===== src/rtl/orion_auth_pkg.sv =====
// Shared widths and matcher state encoding for the Orion authentication blocks.
package orion_auth_pkg;
  localparam int unsigned ID_WIDTH    = 16;
  localparam int unsigned DIGIT_WIDTH = 4;
  localparam int unsigned ADDR_WIDTH  = 5;
  localparam int unsigned IDX_WIDTH   = 3;

  typedef enum logic [2:0] {
    IDLE, COLLECT, FETCH, WAIT1, WAIT2, CATCH, MATCHED, LOCKED
  } state_t;
endpackage


===== src/rtl/id_rom.sv =====
// 8x16 user-ID table with registered address and registered data (2-cycle latency).
// Contents mirror id_rom.mif; an all-zero word marks an empty slot.
module id_rom
  import orion_auth_pkg::*;
(
  input  logic                 clk,
  input  logic                 rst,
  input  logic [IDX_WIDTH-1:0] addr,
  output logic [ID_WIDTH-1:0]  data
);
  logic [IDX_WIDTH-1:0] addr_q;

  function automatic logic [ID_WIDTH-1:0] rom_word(input logic [IDX_WIDTH-1:0] a);
    case (a)
      3'd0:    rom_word = 16'h1234;
      3'd3:    rom_word = 16'h0420;
      3'd5:    rom_word = 16'h0000;
      3'd7:    rom_word = 16'h9999;
      default: rom_word = 16'h0000;
    endcase
  endfunction

  always_ff @(posedge clk or negedge rst) begin
    if (!rst) begin
      addr_q <= '0;
      data   <= '0;
    end else begin
      addr_q <= addr;
      data   <= rom_word(addr_q);
    end
  end
endmodule


===== src/rtl/user_id_matcher.sv =====
// Collects a 4-digit BCD user ID and scans id_rom for it, reporting match or miss.
// Optional ID_LOCKOUT_EN: three consecutive misses lock the block for LOCKOUT_CYCLES.
module user_id_matcher
  import orion_auth_pkg::*;
#(
  parameter int unsigned NUM_USERS      = 8,
  parameter int unsigned LOCKOUT_CYCLES = 50000000
)(
  input  logic                   clk,
  input  logic                   rst,
  input  logic                   Game_Enter,
  input  logic [DIGIT_WIDTH-1:0] User_digit,
  input  logic                   LogOut,
  output logic                   Matched_ID,
  output logic [ADDR_WIDTH-1:0]  Internal_ID,
  output logic                   NoMatch,
  output logic                   Busy
);
  localparam logic [IDX_WIDTH-1:0] LAST_IDX = IDX_WIDTH'(NUM_USERS - 1);

  if (NUM_USERS < 2 || NUM_USERS > 8 || LOCKOUT_CYCLES < 1) begin : g_bad_cfg
    $error("user_id_matcher: unsupported parameter set");
  end

  state_t               state;
  logic [ID_WIDTH-1:0]  id_reg;
  logic [2:0]           digit_cnt;
  logic [IDX_WIDTH-1:0] idx;
  logic [IDX_WIDTH-1:0] rom_addr;
  logic [ID_WIDTH-1:0]  rom_data;
  logic                 logout_q;

`ifdef ID_LOCKOUT_EN
  localparam int unsigned LOCK_W = (LOCKOUT_CYCLES > 1) ? $clog2(LOCKOUT_CYCLES) : 1;
  logic [1:0]        fail_cnt;
  logic [LOCK_W-1:0] lock_cnt;
  logic              lockout;
`endif

  id_rom u_id_rom (
    .clk  (clk),
    .rst  (rst),
    .addr (rom_addr),
    .data (rom_data)
  );

  assign Busy = !(state == IDLE || state == COLLECT);

  always_ff @(posedge clk or negedge rst) begin
    if (!rst) begin
      state       <= IDLE;
      id_reg      <= '0;
      digit_cnt   <= '0;
      idx         <= '0;
      rom_addr    <= '0;
      logout_q    <= 1'b1;
      Matched_ID  <= 1'b0;
      NoMatch     <= 1'b0;
      Internal_ID <= '0;
`ifdef ID_LOCKOUT_EN
      fail_cnt    <= '0;
      lock_cnt    <= '0;
      lockout     <= 1'b0;
`endif
    end else begin
      Matched_ID <= 1'b0;
      NoMatch    <= 1'b0;
      logout_q   <= LogOut;
      case (state)
        IDLE: begin
          // A digit arriving alongside the NoMatch pulse belongs to the failed attempt.
          if (Game_Enter && !NoMatch) begin
            id_reg    <= {{(ID_WIDTH-DIGIT_WIDTH){1'b0}}, User_digit};
            digit_cnt <= 3'd1;
            state     <= COLLECT;
          end
        end
        COLLECT: begin
          if (Game_Enter) begin
            id_reg    <= {id_reg[ID_WIDTH-DIGIT_WIDTH-1:0], User_digit};
            digit_cnt <= digit_cnt + 3'd1;
            if (digit_cnt == 3'd3) begin
              idx   <= '0;
              state <= FETCH;
            end
          end
        end
        FETCH: begin
          rom_addr <= idx;
          state    <= WAIT1;
        end
        WAIT1: state <= WAIT2;
        WAIT2: state <= CATCH;
        CATCH: begin
          if (rom_data != '0 && rom_data == id_reg) begin
            Internal_ID <= {idx, 2'b00};
            Matched_ID  <= 1'b1;
            state       <= MATCHED;
`ifdef ID_LOCKOUT_EN
            fail_cnt    <= '0;
`endif
          end else if (idx != LAST_IDX) begin
            idx   <= idx + 3'd1;
            state <= FETCH;
          end else begin
            NoMatch   <= 1'b1;
            id_reg    <= '0;
            digit_cnt <= '0;
            state     <= IDLE;
`ifdef ID_LOCKOUT_EN
            if (fail_cnt == 2'd2) begin
              lockout  <= 1'b1;
              lock_cnt <= LOCK_W'(LOCKOUT_CYCLES - 1);
              state    <= LOCKED;
            end else begin
              fail_cnt <= fail_cnt + 2'd1;
            end
`endif
          end
        end
        MATCHED: state <= LOCKED;
        LOCKED: begin
`ifdef ID_LOCKOUT_EN
          if (lockout) begin
            if (lock_cnt == '0) begin
              lockout  <= 1'b0;
              fail_cnt <= '0;
              state    <= IDLE;
            end else begin
              lock_cnt <= lock_cnt - 1'b1;
            end
          end else
`endif
          if (LogOut && !logout_q) begin
            id_reg    <= '0;
            digit_cnt <= '0;
            state     <= IDLE;
          end
        end
        default: state <= IDLE;
      endcase
    end
  end
endmodule

===== config.mk =====
export PLATFORM = sky130hd
export DESIGN_NAME = user_id_matcher
export DESIGN_NICKNAME = d
export VERILOG_FILES = /design/src/rtl/orion_auth_pkg.sv /design/src/rtl/id_rom.sv /design/src/rtl/user_id_matcher.sv
export SDC_FILE = /design/constraint.sdc
export NUM_CORES = 1
export LEC_CHECK = 0
export BUFFER_PORTS_ARGS = -buffer_cell sky130_fd_sc_hd__buf_2
export CORE_ASPECT_RATIO = 0.75
export CORE_UTILIZATION = 61
export CTS_BUF_LIST = sky130_fd_sc_hd__clkbuf_4 sky130_fd_sc_hd__clkbuf_8
export DETAILED_ROUTE_END_ITERATION = 12
export PLACE_DENSITY = 0.89
export SLEW_MARGIN = 0
export SYNTH_ARGS = -nofsm -noshare
export SYNTH_HDL_FRONTEND = slang
export SYNTH_SLANG_ARGS = --single-unit

===== constraint.sdc =====
create_clock -name clk -period 2.1 [get_ports clk]
set_input_delay 0 -clock clk [delete_from_list [all_inputs] [get_ports clk]]
set_output_delay 0 -clock clk [all_outputs]
set_load 0.02 [all_outputs]

==> flow_metrics.py, run 1 <==
metrics = {
    "cells_and_area": {
        "final_nets": 182,
        "synthToLayoutAreaGrowth_pct": 15.00,
        "nFillCells": 144,
        "n_antenna_cell": 0,
        "largest_register_ffs": 16,
        "drive_above_1_share_pct": 25.88,
        "utilization_pct": 78.01,
    },
    "setup_path": {
        "cpPeakStageDelay_ps": 550,
        "cp-start-kind": "flop",
        "reg2reg_to": "id_reg[1]",
        "crit_arrival_ps": 2330,
        "r2r_slack_ps": 6,
        "reg2regPathDepth": 7,
        "required_ps": 2330,
        "worstReg2RegStart": "id_reg[6]",
        "cp_max_fo": 18,
        "path_cells": "or4_4 > nor3_4 > buf_6 > a41oi_4 > o21ai_4 > buf_12 > a22o_1",
        "slowest_stage": "or4_4",
        "crit_type": "flop to flop",
        "critPathCaptureType": "flop",
    },
    "clocking": {
        "cts_tree": "built",
        "cts_max_level": 2,
        "insertion_delay_ps": 300,
        "ctsRootBufferMaster": "clkbuf_8",
        "cts_made_buffers": 5,
        "clk_pin_slew_ps": 80,
        "clkSinkCount": 42,
        "clock_path_buffers": 2,
    },
    "global_route": {
        "antenna_found_initial": 0,
        "grt_pass1_vias": 1317,
        "grt_pass1_wl_um": 6596,
        "track_usage_pct": 29.42,
        "grt_max_degree": 43,
        "overflow": 0,
    },
    "drt": {
        "first_pass_iters": 4,
        "ant_nets": 0,
        "drc": 0,
        "routed_wl_um": 4116,
        "avgViaCountPerCell": 6.461,
        "wl_per_cell_um": 19.98,
        "drtIter0Drc": 175,
        "num_vias": 1331,
    },
    "yosys": {
        "synthArstFlopShare_pct": 100.0,
        "synth_area_per_cell_um2": 12.92,
        "synth.most_common_cell": "dfrtp_1",
        "synth_cell_types": 47,
        "synth_seq_cells": 42,
        "synth.largest_area_cell": "dfrtp_1",
        "synth_flop_cell": "dfrtp_1",
        "synth-edff-count": 0,
        "syn_area_um2": 1861,
        "yosys-top-cells-area": "dfrtp_1 55%, a22o_1 9.4%, ha_1 2.7%",
        "synth_cells": 144,
        "synthTopCellsByCount": "41 x dfrtp_1, 20 x a22o_1, 7 x nand2_1",
        "ys_warn_count": 0,
        "ys_seq_area_share_pct": 56.56,
        "netlist.area_leader.share_pct": 55.14,
    },
    "run": {
        "cap_viol_max_count": 0,
    },
    "sta": {
        "fin_skew_ps": 11.57,
        "grt_setup_unrepaired": "yes",
        "worst_pin_slew_ps": 884.5,
        "finalSetupViolations": 0,
        "final.min_clock_period_ps": 2094,
        "slew_viol_final": 0,
        "finalHoldViolations": 0,
        "fmax_mhz": 477.5,
        "period_share_pct": 99.73,
        "tns_ps": 0,
        "maxSlewHeadroom_pct": 41.03,
    },
    "placement": {
        "io_buffers": 13,
        "dp_hpwl_um": 2578,
        "place_congestion": 0.8468,
    },
    "pwr": {
        "switchingPower_w": 0.001106,
        "power_density_nw_per_um2": 1409,
        "power_frac_comb_pct": 38.7,
        "peakVddDrop_mv": 0.6779,
        "p_clk_share_pct": 16.7,
        "p_leak_nw": 1.025,
        "p_sw_share_pct": 36.69,
        "seqPwrFrac_pct": 44.5,
        "internal-power_w": 0.001909,
    },
    "floorplan": {
        "dieArea_um2": 3277,
        "initial_utilization_pct": 67.84,
        "die_y_um": 49.83,
        "row_count": 16,
        "die_w_um": 65.77,
        "core_area_um2": 2743,
        "ios": 16,
    },
    "hold_path": {
        "hold_class": "primary input to flop",
        "worstHoldEndpoint": "state[0]",
        "min_path_cells": 4,
        "worstHoldStart": "Game_Enter",
    },
    "status": {
        "status": "completed",
    },
}
==> cell families after synthesis <==
family          share of synthesized area, %
simple gates                           13.72
flops                                  56.56
mux                                    5.447
fa+ha+maj                              2.690
xor+xnor                              0.9417
compound gates                         17.62
buf+inv                                2.824
other cells                           0.2016
==> power groups by stage <==
stage	combinational (W)	sequential, W	clock (W)
after detailed placement	0.00104	0.00134	0
after global routing	0.00126	0.00138	0.000542
after CTS	0.00106	0.00133	0.000506
after floorplan	0.000824	0.00127	0
after global placement	0.000976	0.00132	0
final	0.00117	0.00134	0.000504
==> worst max-delay path, delay by kind of cell (launching register included) <==
| family | cells | cell delay, ps |
|---|---|---|
| compound gates | 3 | 500 |
| buf+inv | 2 | 300 |
| flops | 1 | 410 |
| simple gates | 2 | 810 |
==> how the worst max path moves through the flow <==
stage | startpoint | endpoint | slack (ps)
after floorplan | id_reg[1] | Internal_ID[2] | 210
after global placement | id_reg[1] | Internal_ID[2] | 140
after detailed placement | id_reg[1] | Internal_ID[4] | 40
after CTS | id_reg[1] | Internal_ID[4] | 30
after global routing | id_reg[8] | idx[0] | -60
final | id_reg[6] | id_reg[1] | 6
==> metrics by stage <==
| stage | worst slack [ps] | hold WS (ps) | area (µm²) | power [W] | instances |
|---|---|---|---|---|---|
| 3_3_place_gp | 140.3 | 116.4 | 1972 | 0.002291 | 191 |
| 6_report | 5.727 | 212.7 | 2140 | 0.003014 | 206 |
| 4_1_cts | 27.60 | 182.3 | 2116 | 0.002896 | 204 |
| 3_5_place_dp | 39.06 | 128.7 | 1972 | 0.002384 | 191 |
| 2_1_floorplan | 211.0 | -295.6 | 1864 | 0.002089 | 145 |
| 5_1_grt | -58.43 | 241.0 | 2140 | 0.003178 | 206 |
==> placed cells by master (no fill, tap or decap), types with 3 or more instances in the layout <==
cell,n
ha_1,4
mux2_1,3
buf_2,13
nand3_1,3
a22o_1,20
or3_1,3
mux2_2,4
buf_4,3
nand2_1,7
dlygate4sd3_1,6
nor2_1,3
dfrtp_1,41
a21oi_1,4
and3_1,4
inv_1,4
or2_2,3
clkbuf_8,5
==> routing by layer <==
metal,vias to the layer above,global-route usage [%],wire [µm]
met5,-,0,0
met4,0,14.86,138
met3,14,12.04,238
met2,52,44.39,2000
met1,681,36.25,1739
li1,584,-,-
==> area by class of cell <==
type	instances	area, µm²	area share [%]
clock buffers	7	83.83	3.918
inverters	4	15.01	0.7018
multi-input cells	93	764.5	35.73
flip-flops and latches	42	1052	49.18
well taps	36	45.04	2.105
repair buffers	24	178.9	8.363
==> timing repair <==
item / in CTS / in global routing
endpoints found under the hold margin: 46 / 0
gates resized for setup: 0 / 2
endpoints found under the setup margin: 0 / 5
buffers inserted: 0 / 2
hold buffers: 6 / 0
(Power assumes the default switching activity.)
==> run 2, diff against run 1 <==
--- a/config.mk
+++ b/config.mk
@@ -10,7 +10,7 @@
 export CORE_UTILIZATION = 61
 export CTS_BUF_LIST = sky130_fd_sc_hd__clkbuf_4 sky130_fd_sc_hd__clkbuf_8
 export DETAILED_ROUTE_END_ITERATION = 12
-export PLACE_DENSITY = 0.89
+export PLACE_DENSITY = 0.9
 export SLEW_MARGIN = 0
 export SYNTH_ARGS = -nofsm -noshare
 export SYNTH_HDL_FRONTEND = slang
==> flow_metrics.py, run 2 (synthesis gave the netlist of run 1 again) <==
metrics = {
    "status": {
        "status": "completed",
    },
    "clocking": {
        "insertion_delay_ps": 300,
        "cts_made_buffers": 5,
        "clock_path_buffers": 2,
        "cts_max_level": 2,
        "cts_tree": "built",
        "clkSinkCount": 42,
        "clk_pin_slew_ps": 70,
        "ctsRootBufferMaster": "clkbuf_8",
    },
    "cells_and_area": {
        "drive_above_1_share_pct": 25.88,
        "n_antenna_cell": 0,
        "synthToLayoutAreaGrowth_pct": 16.34,
        "mostFrequentLayoutCell": "dfrtp_1",
        "stdcell_area_um2": 2165,
        "instances_no_fill": 206,
        "mostFrequentLayoutCells": "41 x dfrtp_1, 20 x a22o_1, 13 x buf_2",
        "largest_register_ffs": 16,
        "final_nets": 182,
    },
    "drt": {
        "wl_per_cell_um": 17.24,
        "ant_nets": 0,
        "routed_wl_um": 3551,
        "first_pass_iters": 4,
        "drc": 0,
        "num_vias": 1247,
        "avgViaCountPerCell": 6.053,
        "drtIter0Drc": 130,
    },
    "hold_path": {
        "hold_class": "primary input to flop",
    },
    "floorplan": {
        "die_y_um": 49.83,
        "row_count": 16,
        "dieArea_um2": 3277,
        "core_area_um2": 2743,
        "ios": 16,
        "die_w_um": 65.77,
        "initial_utilization_pct": 67.84,
    },
    "pwr": {
        "switchingPower_w": 0.001058,
        "internal-power_w": 0.001993,
        "p_leak_nw": 1.036,
        "p_sw_share_pct": 34.69,
        "peakVddDrop_mv": 0.8282,
        "power_frac_comb_pct": 35.4,
        "p_clk_share_pct": 20.7,
        "seqPwrFrac_pct": 43.9,
        "power_density_nw_per_um2": 1409,
    },
    "global_route": {
        "antenna_found_initial": 0,
        "overflow": 0,
        "grt_pass1_wl_um": 5996,
        "track_usage_pct": 25.48,
        "grt_pass1_vias": 1214,
        "grt_max_degree": 43,
    },
    "setup_path": {
        "cpPeakStageDelay_ps": 560,
        "cp_max_fo": 4,
        "cp_top_family": "simple AND/OR/NAND/NOR gates",
        "critPathCaptureType": "flop",
        "slowest_stage": "or4_4",
        "path_cells": "or4_4 > nor3_4 > nand4_2 > and3_1 > mux2_2",
        "cp-start-kind": "flop",
        "path_buf_inv": 0,
        "crit_type": "flop to flop",
        "required_ps": 2280,
        "crit_arrival_ps": 2220,
    },
    "placement": {
        "io_buffers": 13,
        "dp_cells": 191,
        "place_congestion": 0.8904,
        "dp_hpwl_um": 2419,
        "placed_area_um2": 1972,
    },
    "sta": {
        "period_share_pct": 97.17,
        "finalHoldViolations": 0,
        "worst_pin_slew_ps": 883.1,
        "slew_viol_final": 0,
        "final.min_clock_period_ps": 2041,
        "finalSetupViolations": 0,
        "maxSlewHeadroom_pct": 41.13,
        "fin_skew_ps": 12.21,
        "fmax_mhz": 490.1,
    },
    "run": {
        "cap_viol_max_count": 0,
    },
}
-- run 2: changes by cell type in the layout (fill, tap and decap cells not counted), sizes merged --
cell / previous run / this run
clkbuf: 7 / 6
bufinv: 0 / 1
-- run 2: tightest hold or removal path: stages --
cell      delay (ps)
buf_2            120
nand2_1          110
a211oi_1          80
a21oi_1          120
-- run 2: metrics by stage --
stage / hold slack (ps) / setup WS, ps / utilization, % / power (W) / setup TNS [ps]
3_5_place_dp: 117.8 / 60.46 / 71.90 / 0.002373 / 0
4_1_cts: 167.2 / 43.66 / 78.19 / 0.003027 / 0
6_report: 188.8 / 59.44 / 78.92 / 0.003051 / 0
2_1_floorplan: -295.6 / 211.0 / - / 0.002089 / 0
3_3_place_gp: 117.9 / 129.7 / 71.90 / 0.002287 / 0
5_1_grt: 268.2 / -0.2953 / 78.92 / 0.003227 / -0.2953
-- run 2: layout make-up --
cell class	instances	area, µm²
flip-flops and latches	42	1052
multi-input cells	93	764.5
well taps	36	45.04
clock buffers	6	82.58
fillers	156	578.1
repair buffers	24	175.2
clock inverters	1	30.03
inverters	4	15.01
-- run 2: worst paths after layout --
path / startpoint / end / slack (ps) / cells past startpoint
setup / recovery: id_reg[1] / idx[0] / 60 / 5
hold / removal: Game_Enter / state[0] / 190 / 4
setup reg to reg: id_reg[1] / idx[0] / 60 / 5
hold reg to reg: rom_addr[1] / u_id_rom.addr_q[1] / 390 / 0
max in group asynchronous: rst / u_id_rom.data[5] / 1190 / 2
min in group asynchronous: rst / id_reg[13] / 350 / 2
-- run 2: timing repair --
action | CTS | global route
gates resized for setup | 0 | 1
setup endpoints to repair | 0 | 3
hold endpoints to repair | 46 | 0
setup buffers | 0 | 2
hold buffers | 6 | 0
-- run 2: power groups by stage --
stage               registers, W  logic (W)  clock network, W
floorplan                0.00127   0.000824                 0
CTS                      0.00133    0.00105          0.000640
global route             0.00137    0.00119          0.000668
global placement         0.00131   0.000972                 0
finish                   0.00134    0.00108          0.000632
detailed placement       0.00135    0.00103                 0
-- run 2: metal layers --
metal	track usage, %	share of wire (%)
met2	39.80	49
met4	10.87	1.5
met5	0	0
met3	6.019	4.8
met1	33.90	44
